===== src/rtl/bch_pkg.sv =====
// -----------------------------------------------------------------------------
// bch_pkg
// Shared constants, types and helpers for the (21,16) BCH/Hamming code.
//   Codeword layout (bit index -> content), Hamming position = index + 1:
//     0=p1, 1=p2, 2=d0, 3=p3, 4..6=d1..d3, 7=p4, 8..14=d4..d10,
//     15=p5, 16..20=d11..d15
// -----------------------------------------------------------------------------
package bch_pkg;

  localparam int N       = 21;  // codeword length
  localparam int K       = 16;  // data bits
  localparam int R       = 5;   // parity / syndrome bits
  localparam int MAX_POS = 21;  // highest valid Hamming position

  typedef logic [N-1:0] codeword_t;
  typedef logic [K-1:0] dataword_t;
  typedef logic [R-1:0] syndrome_t;

  // Pull the 16 data bits out of their non-power-of-two positions.
  function automatic dataword_t extract_data(input codeword_t cw);
    return {cw[20:16], cw[14:8], cw[6:4], cw[2]};
  endfunction

endpackage


===== src/rtl/bch_syndrome.sv =====
// -----------------------------------------------------------------------------
// bch_syndrome
// Purely combinational syndrome generator for the (21,16) code.
//   code_i     : received codeword (bit 0 = Hamming position 1)
//   syndrome_o : binary position of a single-bit error, 0 when clean
// -----------------------------------------------------------------------------
module bch_syndrome
  import bch_pkg::*;
(
  input  codeword_t code_i,
  output syndrome_t syndrome_o
);

  // XOR-ing the positions of all set bits is the same as computing every
  // s[k] as the parity of the bits whose position has bit k set.
  always_comb begin
    // NOTE: default assignment first so every path drives the output and no latch is inferred.
    syndrome_o = '0;
    for (int i = 0; i < N; i++) begin
      if (code_i[i]) syndrome_o = syndrome_o ^ syndrome_t'(i + 1);
    end
  end

endmodule


===== src/rtl/bch_decoder.sv =====
// -----------------------------------------------------------------------------
// bch_decoder
// Two-stage elastic decoder for (21,16) BCH/Hamming codewords: single-error
// correction, uncorrectable-syndrome flagging and saturating error counters.
//   clk, reset           : clock, synchronous active-high reset
//   code_in/valid_in     : input codeword and its valid
//   ready_in             : decoder accepts code_in this cycle
//   data_out/valid_out   : corrected data word and its valid
//   ready_out            : downstream accepts data_out
//   err_corrected        : single error corrected (data or parity bit)
//   err_uncorrectable    : syndrome 22..31, data_out is raw extracted data
//   clr_counts           : synchronous clear of both counters (wins over inc)
//   corrected_count      : saturating count of words decoded with err_corrected
//   uncorrectable_count  : saturating count of words decoded as uncorrectable
// -----------------------------------------------------------------------------
module bch_decoder
  import bch_pkg::*;
#(
  parameter int CNT_W = 16
) (
  input  logic             clk,
  input  logic             reset,
  input  logic [N-1:0]     code_in,
  input  logic             valid_in,
  output logic             ready_in,
  output logic [K-1:0]     data_out,
  output logic             valid_out,
  input  logic             ready_out,
  output logic             err_corrected,
  output logic             err_uncorrectable,
  input  logic             clr_counts,
  output logic [CNT_W-1:0] corrected_count,
  output logic [CNT_W-1:0] uncorrectable_count
);

  // Stage 1: raw codeword plus its syndrome
  logic      s1_valid_q;
  codeword_t s1_code_q;
  syndrome_t s1_syn_q;
  syndrome_t syn_in;

  // Stage 2: decoded word presented at the output
  logic      s2_valid_q;
  dataword_t s2_data_q;
  logic      s2_corr_q;
  logic      s2_unc_q;

  logic [CNT_W-1:0] corr_cnt_q, corr_cnt_d;
  logic [CNT_W-1:0] unc_cnt_q,  unc_cnt_d;

  logic      s1_advance;
  logic      s1_accept;
  logic      s2_load;
  codeword_t fixed_code;
  logic      corr_d;
  logic      unc_d;

  bch_syndrome u_syndrome (
    .code_i     (code_in),
    .syndrome_o (syn_in)
  );

  // Elastic handshake: S2 can take a new word when empty or draining this
  // cycle; S1 can take one when empty or when it hands its word to S2.
  assign s1_advance = !s2_valid_q || ready_out;
  assign ready_in   = !s1_valid_q || s1_advance;
  assign s1_accept  = valid_in && ready_in;
  assign s2_load    = s1_advance && s1_valid_q;

  // Correction: flip the bit at the syndrome position when it names a real
  // bit; syndromes beyond the codeword length cannot be single errors.
  always_comb begin
    fixed_code = s1_code_q;
    corr_d     = 1'b0;
    unc_d      = 1'b0;
    if (s1_syn_q != '0) begin
      if (s1_syn_q <= syndrome_t'(MAX_POS)) begin
        corr_d = 1'b1;
        for (int i = 0; i < N; i++) begin
          if (s1_syn_q == syndrome_t'(i + 1)) fixed_code[i] = ~s1_code_q[i];
        end
      end else begin
        unc_d = 1'b1;
      end
    end
  end

  // Counters follow words entering S2, not words leaving it.
  always_comb begin
    corr_cnt_d = corr_cnt_q;
    unc_cnt_d  = unc_cnt_q;
    if (clr_counts) begin
      corr_cnt_d = '0;
      unc_cnt_d  = '0;
    end else if (s2_load) begin
      if (corr_d && !(&corr_cnt_q)) corr_cnt_d = corr_cnt_q + CNT_W'(1);
      if (unc_d  && !(&unc_cnt_q))  unc_cnt_d  = unc_cnt_q  + CNT_W'(1);
    end
  end

  // NOTE: sequential state uses non-blocking assignments so all registers update from pre-edge values.
  always_ff @(posedge clk) begin
    if (reset) begin
      s1_valid_q <= 1'b0;
      s1_code_q  <= '0;
      s1_syn_q   <= '0;
      s2_valid_q <= 1'b0;
      s2_data_q  <= '0;
      s2_corr_q  <= 1'b0;
      s2_unc_q   <= 1'b0;
      corr_cnt_q <= '0;
      unc_cnt_q  <= '0;
    end else begin
      if (ready_in) s1_valid_q <= valid_in;
      if (s1_accept) begin
        s1_code_q <= code_in;
        s1_syn_q  <= syn_in;
      end
      if (s1_advance) s2_valid_q <= s1_valid_q;
      // Data and flags only move on a real load, so they hold while stalled.
      if (s2_load) begin
        s2_data_q <= extract_data(fixed_code);
        s2_corr_q <= corr_d;
        s2_unc_q  <= unc_d;
      end
      corr_cnt_q <= corr_cnt_d;
      unc_cnt_q  <= unc_cnt_d;
    end
  end

  assign data_out            = s2_data_q;
  assign valid_out           = s2_valid_q;
  assign err_corrected       = s2_corr_q;
  assign err_uncorrectable   = s2_unc_q;
  assign corrected_count     = corr_cnt_q;
  assign uncorrectable_count = unc_cnt_q;

endmodule


===== config.mk =====
export PLATFORM = sky130hd
export DESIGN_NAME = bch_decoder
export DESIGN_NICKNAME = d
export VERILOG_FILES = /design/src/rtl/bch_pkg.sv /design/src/rtl/bch_syndrome.sv /design/src/rtl/bch_decoder.sv
export SDC_FILE = /design/constraint.sdc
export NUM_CORES = 1
export LEC_CHECK = 0
export ABC_AREA = 0
export BUFFER_PORTS_ARGS = -buffer_cell sky130_fd_sc_hd__buf_2
export CAP_MARGIN = 20
export CORE_MARGIN = 2
export CORE_UTILIZATION = 40
export CTS_CLUSTER_DIAMETER = 100
export CTS_CLUSTER_SIZE = 28
export DETAILED_ROUTE_END_ITERATION = 10
export PLACE_DENSITY = 0.72
export SETUP_SLACK_MARGIN = 0.05
export SLEW_MARGIN = 10
export SYNTH_ARGS = -nofsm -noshare
export SYNTH_HDL_FRONTEND = slang
export SYNTH_SLANG_ARGS = --single-unit

===== constraint.sdc =====
create_clock -name clk -period 2.18 [get_ports clk]
set_input_delay 0.436 -clock clk [delete_from_list [all_inputs] [get_ports clk]]
set_output_delay 0.436 -clock clk [all_outputs]
set_load 0.02 [all_outputs]

[Word-level counts from Yosys, hierarchy flattened]
Index checks and enable logic that the tools add are counted.
Operators by class
  magnitude comparators: 1
  shift operators: 0
  multiplexer cells: 48
  bitwise operators: 41
  $add $sub $neg: 2
  multiply operators: 0
  divide/modulo/power cells: 0
  reductions and logical operators: 16
  equal/unequal tests: 21
Operators by type and width (count)
  $mux W21: 2
  $eq A5 B4 Y1 const B: 8
  $add A16 B1 Y16 const B: 2
  $mux W4: 8
  $reduce_and A16 Y1: 2
  $eq A5 B5 Y1 const B: 6
  $mux W5: 6
  $mux W1: 26
  $not A1 Y1: 21
  $eq A5 B3 Y1 const B: 4
  $not A2 Y2: 9
  $not A3 Y3: 6
  $mux W3: 4
  $eq A5 B2 Y1 const B: 2
  $eq A5 B1 Y1 const B: 1
  $le A5 B5 Y1 const B: 1
  $reduce_bool A5 Y1: 1
  $logic_and A1 B1 Y1: 4
  $logic_not A1 Y1: 4
  $mux W2: 2
  $not A1 Y1 const A: 4
  $not A4 Y4: 1
  $reduce_and A2 Y1: 2
  $logic_or A1 B1 Y1: 2
  $reduce_or A2 Y1: 1
Word-level totals
  input port bits: 26
  flip-flop bits (word level): 78
  word-level logic and storage cells: 138
  bits in latches: 0
  bits in writable memories: 0
  output and inout bits: 52
  bits in read-only memories: 0
  memories: 0

[Logic depth before layout (Yosys ltp)]
Gate-level depths: netlist (run 1).
  depth in word-level cells: 37
  depth in mapped cells: 7
  mapped depth without buffers: 6

[Cells and area by module]
From an unflattened synthesis (run 1), not the netlist that was laid out.
Second synthesis, totals
  cell total of the unflattened synthesis: 427
  area total of the unflattened synthesis: 3621.0 µm²
Modules (own cells, without submodules)
  bch_decoder: sequential area each 1461.4 µm², instances 1, area each 3314.4 µm², cells each 400
  bch_syndrome: sequential area each 0.0 µm², instances 1, area each 306.5 µm², cells each 27

[Least setup slack after synthesis (run 1)]
OpenSTA, ideal clock, no wires.
  path type: reg2reg
  from: register unc_cnt_q[0] (netlist: uncorrectable_count[0])
  to: register unc_cnt_q[7] (netlist: uncorrectable_count[7])
  path buffers: 1
  data required time: 2.052 ns
  setup slack: 0.258 ns
  cell stages (with the launch flop): 8
  period minus slack after synthesis: 1.922 ns
  library setup time: 0.128 ns
  arrival time: 1.794 ns
  path through: dfxtp_1 > ha_1 > nand4_1 > nor4_1 > buf_2 > nor4_1 > xnor2_1 > nor2_1
On the way
  cells in the longest elaborated chain, start to end: 4
  elaborated cells between the ends (all ways): 5
  those cells by class: 1 x add/sub; 4 x reduce/logical
Ends and longest elaborated chain
  start, declared: RTL line bch_decoder.sv:49  | logic [CNT_W-1:0] unc_cnt_q, unc_cnt_d;
  start signal, assigned: RTL line bch_decoder.sv:127  | unc_cnt_q <= unc_cnt_d;
  branches (longest 4 deep; another with $add A16 B1 Y16)
Parallel ways; which one is timed is not known.
A chain may end at the register's enable or synchronous reset.

[Worst setup path after layout (run 1)]
  from: register corr_cnt_q[12] (netlist: corrected_count[12])
  to: register corr_cnt_q[1] (netlist: corrected_count[1])
On the way
  cells in the longest elaborated chain, start to end: 4
Ends and longest elaborated chain
  start, declared: RTL line bch_decoder.sv:48  | logic [CNT_W-1:0] corr_cnt_q, corr_cnt_d;
  start signal, assigned: RTL line bch_decoder.sv:126  | corr_cnt_q <= corr_cnt_d;
  $reduce_and A16 Y1: RTL line bch_decoder.sv:96  | if (corr_d && !(&corr_cnt_q)) corr_cnt_d = corr_cnt_q + CNT_W'(1);
  $logic_not A1 Y1: RTL line bch_decoder.sv:96
  $logic_and A1 B1 Y1: RTL line bch_decoder.sv:96
  $reduce_and A2 Y1 (no line)
No other way between the ends.

==> run_results.csv, run 1 <==
group,metric,value,unit
clock_network,ctsHoldBuffers,0,
synthesis,syn_inst,428,
critical_path,path_max_fanout,12,
cells_and_area,drive_gt1_frac,0.212,
floorplanning,die_x,98.6,um
synthesis,ys_async_sr_fraction,0,
synthesis,syn_avg_cell_area,8.36,um2
clock_network,htree_levels,3,
route,via_per_inst,5.18,
synthesis,ys_seq_area_frac,0.408,
grt,grt_pass1_vias,2910,
cells_and_area,nFillCells,850,
route,postRouteAntennaNets,0,
floorplanning,rows,34,
grt,grt_start_max_net_pins,44,
clock_network,numCtsBuffers,9,
clock_network,clk_path_buf_depth,2,
route,wirelength_met1,3.95,mm
timing,slew_headroom,0.658,
timing,fin_crit,1.89,ns
route,wl_per_cell,13.3,um
timing,rsz0062_at_grt,"no",
critical_path,critPathLaunchType,"register",
power,ir_drop,0.284,mV
route,dr.max_layer_used,"met4",
synthesis,synthesis.area,3580,um2
clock_network,postCtsSetupRepairBufs,0,
placement,dpl.hpwl,6.09,mm
synthesis,synth_ff_type,"dfxtp_1",
route,vias,3196,
timing,fin_setup_tns,0,ns
clock_network,path_clk_slew,0.09,ns
synthesis,yosysUniqueCellTypes,45,
critical_path,critical_path_class,"reg2reg",
route,drt_iter0_drc,128,
timing,clock_skew,0.0119,ns
worst_hold_path,min_path_type,"in2reg",
floorplanning,ios,78,
critical_path,cp.arrival,2.13,ns
cells_and_area,area_growth,21.2,%
timing,slew_violations,0,
placement,pre_cts_slack,0.343,ns
clock_network,ctsResizeCount,0,
route,drt_wl_total,8.21,mm
grt,grt_pass1_wl,13.4,mm
status,outcome,"finished, final reports clean",
synthesis,ys_warn_count,0,
timing,timing.fmax,530,MHz
timing,tightest_slew,0.509,ns
timing,setup_viol,0,
floorplanning,die_y,98.6,um
route,wl_met2,3.76,mm
critical_path,end_kind,"register",
clock_network,clock_latency,0.35,ns
cells_and_area,nets,532,
flow_run,cap_violations,0,
clock_network,cts_tree,"built",
clock_network,clock_sinks,73,
floorplanning,start_util,0.412,
floorplanning,core_area,8680,um2
timing,finalWorstSetupSlack,0.294,ns
route,drc,0,
synthesis,synth_seq_cells,73,
route,route.met3.wl,375,um
synthesis,synth_edf_count,0,
timing,timing_hold_violations_final,0,
synthesis,syn-num-nets,456,
grt,antenna_found_initial,0,
timing,timing.final.crit_share,0.865,
critical_path,cp.required,2.42,ns
route,dr.pass1.iters,4,
placement,gp_congestion,0.854,
clock_network,cts_root_buf,"clkbuf_8",
power,power_density,752,nW/um2
grt,grt.overflow.total,0,
power,power.leakage,1.67,nW
placement,port_buffers,77,
floorplanning,die_area,9720,um2
cells_and_area,antenna_cells,0,
grt,grtUsageTotal,0.170,
cells_and_area,final_util,0.500,
cell usage after synthesis (2+ instances only):
library cell | n | share of area
nor4_1 | 8 | 0.014
or3_1 | 12 | 0.021
xor2_1 | 22 | 0.054
and2_1 | 4 | 0.0070
nand3_1 | 15 | 0.021
nor2b_1 | 5 | 0.0087
o21ai_0 | 10 | 0.014
buf_1 | 3 | 0.0031
inv_1 | 2 | 0.0021
a211oi_1 | 20 | 0.042
nand2b_1 | 3 | 0.0052
and3_1 | 4 | 0.0070
dfxtp_1 | 73 | 0.41
mux2i_1 | 2 | 0.0056
nand4_1 | 11 | 0.019
o31ai_1 | 2 | 0.0042
and4_1 | 3 | 0.0073
ha_1 | 2 | 0.0070
clkbuf_1 | 15 | 0.016
buf_2 | 3 | 0.0042
nand2_1 | 58 | 0.061
nor3_1 | 6 | 0.0084
nor3b_1 | 3 | 0.0063
nor4b_1 | 2 | 0.0049
nor2_1 | 49 | 0.051
a21oi_1 | 32 | 0.045
xnor2_1 | 41 | 0.10
critical path, cell delays in order, from the launching register on:
cell      delay, ns
dfxtp_1        0.42
and4_1         0.32
nand4_1        0.26
o211ai_2       0.49
mux2i_1        0.24
nor2_1         0.05
power by group:
part / leakage [nW] / switching, W / internal (W)
sequential: 0.596 / 0.0000503 / 0.00139
combinational: 0.951 / 0.000284 / 0.000213
clock: 0.123 / 0.000528 / 0.000795
cell families (layout without fill, tap and decap cells):
kind of cell / Yosys count / count (layout) / synth area share
flops: 73 / 73 / 0.408
compound gates: 73 / 73 / 0.130
simple gates: 190 / 190 / 0.261
mux: 2 / 2 / 0.00559
fa+ha+maj: 2 / 2 / 0.00699
xor+xnor: 64 / 64 / 0.160
buf+inv: 24 / 105 / 0.0273
per-layer routing:
layer | GRT usage | vias to the layer above
li1 | - | 1649
met1 | 0.226 | 1463
met2 | 0.265 | 74
met3 | 0.0383 | 10
met4 | 0.0748 | 0
met5 | 0 | -
final timing paths:
path | slack [ns] | cells past startpoint | to | startpoint
worst max-delay path | 0.29 | 5 | corrected_count[1] | corrected_count[12]
worst min-delay path | 0.35 | 3 | s1_code_q[9] | code_in[9]
worst max register to register | 0.29 | 5 | corrected_count[1] | corrected_count[12]
worst min register to register | 0.48 | 2 | s1_code_q[8] | s1_code_q[8]
state kept, by name, indices dropped and copies added (netlist names):
signal,flops
corrected_count,16
data_out,16
s1_code_q,16
uncorrectable_count,16
s1_syn_q,5
err_corrected,1
err_uncorrectable,1
s1_valid_q,1
valid_out,1
per-stage QoR:
stage | cell area (um2) | hold WS (ns) | std cells | power [W]
floorplan | 3580 | 0.448 | 428 | 0.00183
global placement | 4080 | 0.462 | 601 | 0.00196
detailed placement | 4080 | 0.470 | 601 | 0.00197
CTS | 4340 | 0.338 | 617 | 0.00328
global route | 4340 | 0.344 | 617 | 0.00338
finish | 4340 | 0.346 | 617 | 0.00326
final cells by class:
type | instances | area [um2] | area share
clock inverter | 6 | 115 | 0.0265
multi-input combinational | 331 | 2020 | 0.466
clock buffer | 10 | 138 | 0.0317
sequential | 73 | 1460 | 0.337
inverter | 2 | 7.51 | 0.00173
timing repair buffer | 87 | 460 | 0.106
tap | 108 | 135 | 0.0312
placed cells by master (no fill, tap or decap), types with 12 or more instances in the layout:
| master | synthesis | routed |
|---|---|---|
| nor2_1 | 49 | 49 |
| buf_2 | 3 | 77 |
| nand2_1 | 58 | 58 |
| a21oi_1 | 32 | 32 |
| xor2_1 | 22 | 22 |
| a211oi_1 | 20 | 20 |
| dfxtp_1 | 73 | 73 |
| or3_1 | 12 | 12 |
| xnor2_1 | 41 | 41 |
| nand3_1 | 15 | 15 |
Note: power is estimated with default switching activity, not from simulation.
==> inputs of run 2 (changes only) <==
RECOVER_POWER = 50   (was unset)
==> run 2 against run 1 <==
Net effect:
- die area unchanged
- sequential share of layout area is 0.53 points higher
- global-route usage stayed put
- worst hold slack improved by 0.0038 ns
- clock power barely moved
- routed wire length up 0.26%
- non-clock buffer count is the same
- critical endpoint unchanged
- via count barely moved
- combinational power fell by 2%
- first-iteration DRC count decreased by 10%
- utilization decreased by 0.78 points
==> run_results.csv, run 2 (synthesized netlist as in run 1, its figures left out) <==
group,metric,value,unit
status,outcome,"finished, final reports clean",
floorplanning,start_util,0.412,
cells_and_area,final_util,0.492,
route,drc,0,
route,wl_per_cell,13.3,um
timing,timing_hold_violations_final,0,
critical_path,worstSetupEndpoint,"corrected_count[1]",
power,ir_drop,0.284,mV
critical_path,r2r-end,"corrected_count[1]",
placement,placed_cells,601,
power,power.leakage,1.45,nW
clock_network,path_clk_slew,0.08,ns
route,via_per_inst,5.18,
floorplanning,die_y,98.6,um
cells_and_area,drive_gt1_frac,0.114,
grt,antenna_found_initial,0,
clock_network,clock_latency,0.35,ns
grt,met2_usage,0.265,
clock_network,cts_root_buf,"clkbuf_8",
placement,gp_congestion,0.854,
critical_path,r2r_setup_slack,0.29,ns
critical_path,cp.required,2.42,ns
placement,port_buffers,77,
floorplanning,core_area,8680,um2
clock_network,ctsHoldBuffers,0,
cells_and_area,layout_commonest_cell,"dfxtp_1",
route,postRouteAntennaNets,0,
route,drt_wl_total,8.23,mm
clock_network,htree_levels,3,
clock_network,clk_path_buf_depth,2,
grt,grt.overflow.total,0,
timing,fin_crit,1.89,ns
grt,grt_start_max_net_pins,44,
critical_path,end_kind,"register",
floorplanning,die_x,98.6,um
cells_and_area,layout_common_cells,"dfxtp_1, nand2_1, clkbuf_1",
critical_path,path_max_fanout,12,
clock_network,cts_tree,"built",
power,swShare,0.264,
timing,tightest_slew,0.610,ns
critical_path,reg2reg_depth,5,
critical_path,crit_start,"corrected_count[12]",
critical_path,critPathLaunchType,"register",
route,dr.pass1.iters,4,
clock_network,postCtsSetupRepairBufs,0,
grt,grt_pass1_vias,2910,
timing,clock_skew,0.0103,ns
timing,rsz0062_at_grt,"no",
power,switchingPower,0.000857,W
flow_run,cap_violations,0,
timing,timing.fmax,529,MHz
timing,setup_viol,0,
placement,dpl.hpwl,6.09,mm
timing,slew_violations,0,
grt,grt_busiest_layer,"met2",
critical_path,critical_path_class,"reg2reg",
power,p_comb_frac,0.150,
floorplanning,rows,34,
route,vias,3199,
power,pwr-share-clk,0.406,
cells_and_area,stdcell_count,617,
timing,fin_setup_tns,0,ns
timing,timing.final.crit_share,0.868,
cells_and_area,antenna_cells,0,
floorplanning,ios,78,
power,power,0.00325,W
cells_and_area,area_growth,19.3,%
grt,globalRouteMet1Util,0.226,
power,p_int,0.00239,W
worst_hold_path,min_path_type,"in2reg",
grt,grt_pass1_wl,13.4,mm
clock_network,ctsResizeCount,0,
critical_path,cp.arrival,2.13,ns
clock_network,numCtsBuffers,9,
critical_path,r2r_start,"corrected_count[12]",
route,drt_iter0_drc,115,
power,power_density,761,nW/um2
floorplanning,die_area,9720,um2
cells_and_area,nets,532,
grt,met3_usage,0.0383,
timing,slew_headroom,0.593,
clock_network,clock_sinks,73,
power,seqPwrFrac,0.444,
grt,grtUsageTotal,0.170,
## run 2: cell types whose count changed in the layout (fill, tap and decap cells not counted)
cell and delta:
buf_2 -50, buf_4 -2, clkbuf_2 +2, and2_0 +1, clkbuf_1 +50, and2_1 -1
## run 2: final cells by class
class                      instances  area [um2]
clock buffer                      10         138
clock inverter                     6         115
fill                             884        4410
inverter                           2        7.51
multi-input combinational        331        2020
sequential                        73        1460
tap                              108         135
timing repair buffer              87         393
## run 2: worst min path at each step
stage | slack (ns) | endpoint | startpoint | cells past startpoint
finish | 0.35 | s1_code_q[9] | code_in[9] | 3
floorplan | 0.45 | s1_code_q[11] | s1_code_q[11] | 2
global placement | 0.46 | s1_code_q[11] | s1_code_q[11] | 2
global route | 0.34 | s1_code_q[11] | code_in[11] | 3
detailed placement | 0.47 | s1_code_q[5] | s1_code_q[5] | 2
CTS | 0.34 | s1_code_q[9] | code_in[9] | 3
## run 2: routing by layer
metal	wire length, um	up-vias
met5	0	-
met4	119	0
met3	384	10
met2	3740	79
met1	3990	1461
li1	-	1649
## run 2: power groups by stage
stage          Sequential [W]  Combinational [W]  Clock (W)
2_1_floorplan         0.00149           0.000337          0
3_3_place_gp          0.00147           0.000490          0
3_5_place_dp          0.00147           0.000498          0
4_1_cts               0.00144           0.000501    0.00134
5_1_grt               0.00145           0.000536    0.00139
6_report              0.00144           0.000488    0.00132
## run 2: critical path, stage by stage (launching register included)
cell and delay [ns]:
dfxtp_1 0.42, and4_1 0.32, nand4_1 0.26, o211ai_2 0.50, mux2i_1 0.24, nor2_1 0.05
## run 2: stage by stage
| stage | cell area (um2) | worst slack (ns) | hold slack, ns |
|---|---|---|---|
| after global routing | 4270 | 0.112 | 0.344 |
| final | 4270 | 0.288 | 0.350 |
| after global placement | 4080 | 0.380 | 0.462 |
| after floorplan | 3580 | 0.258 | 0.448 |
| after detailed placement | 4080 | 0.343 | 0.470 |
| after CTS | 4340 | 0.331 | 0.338 |
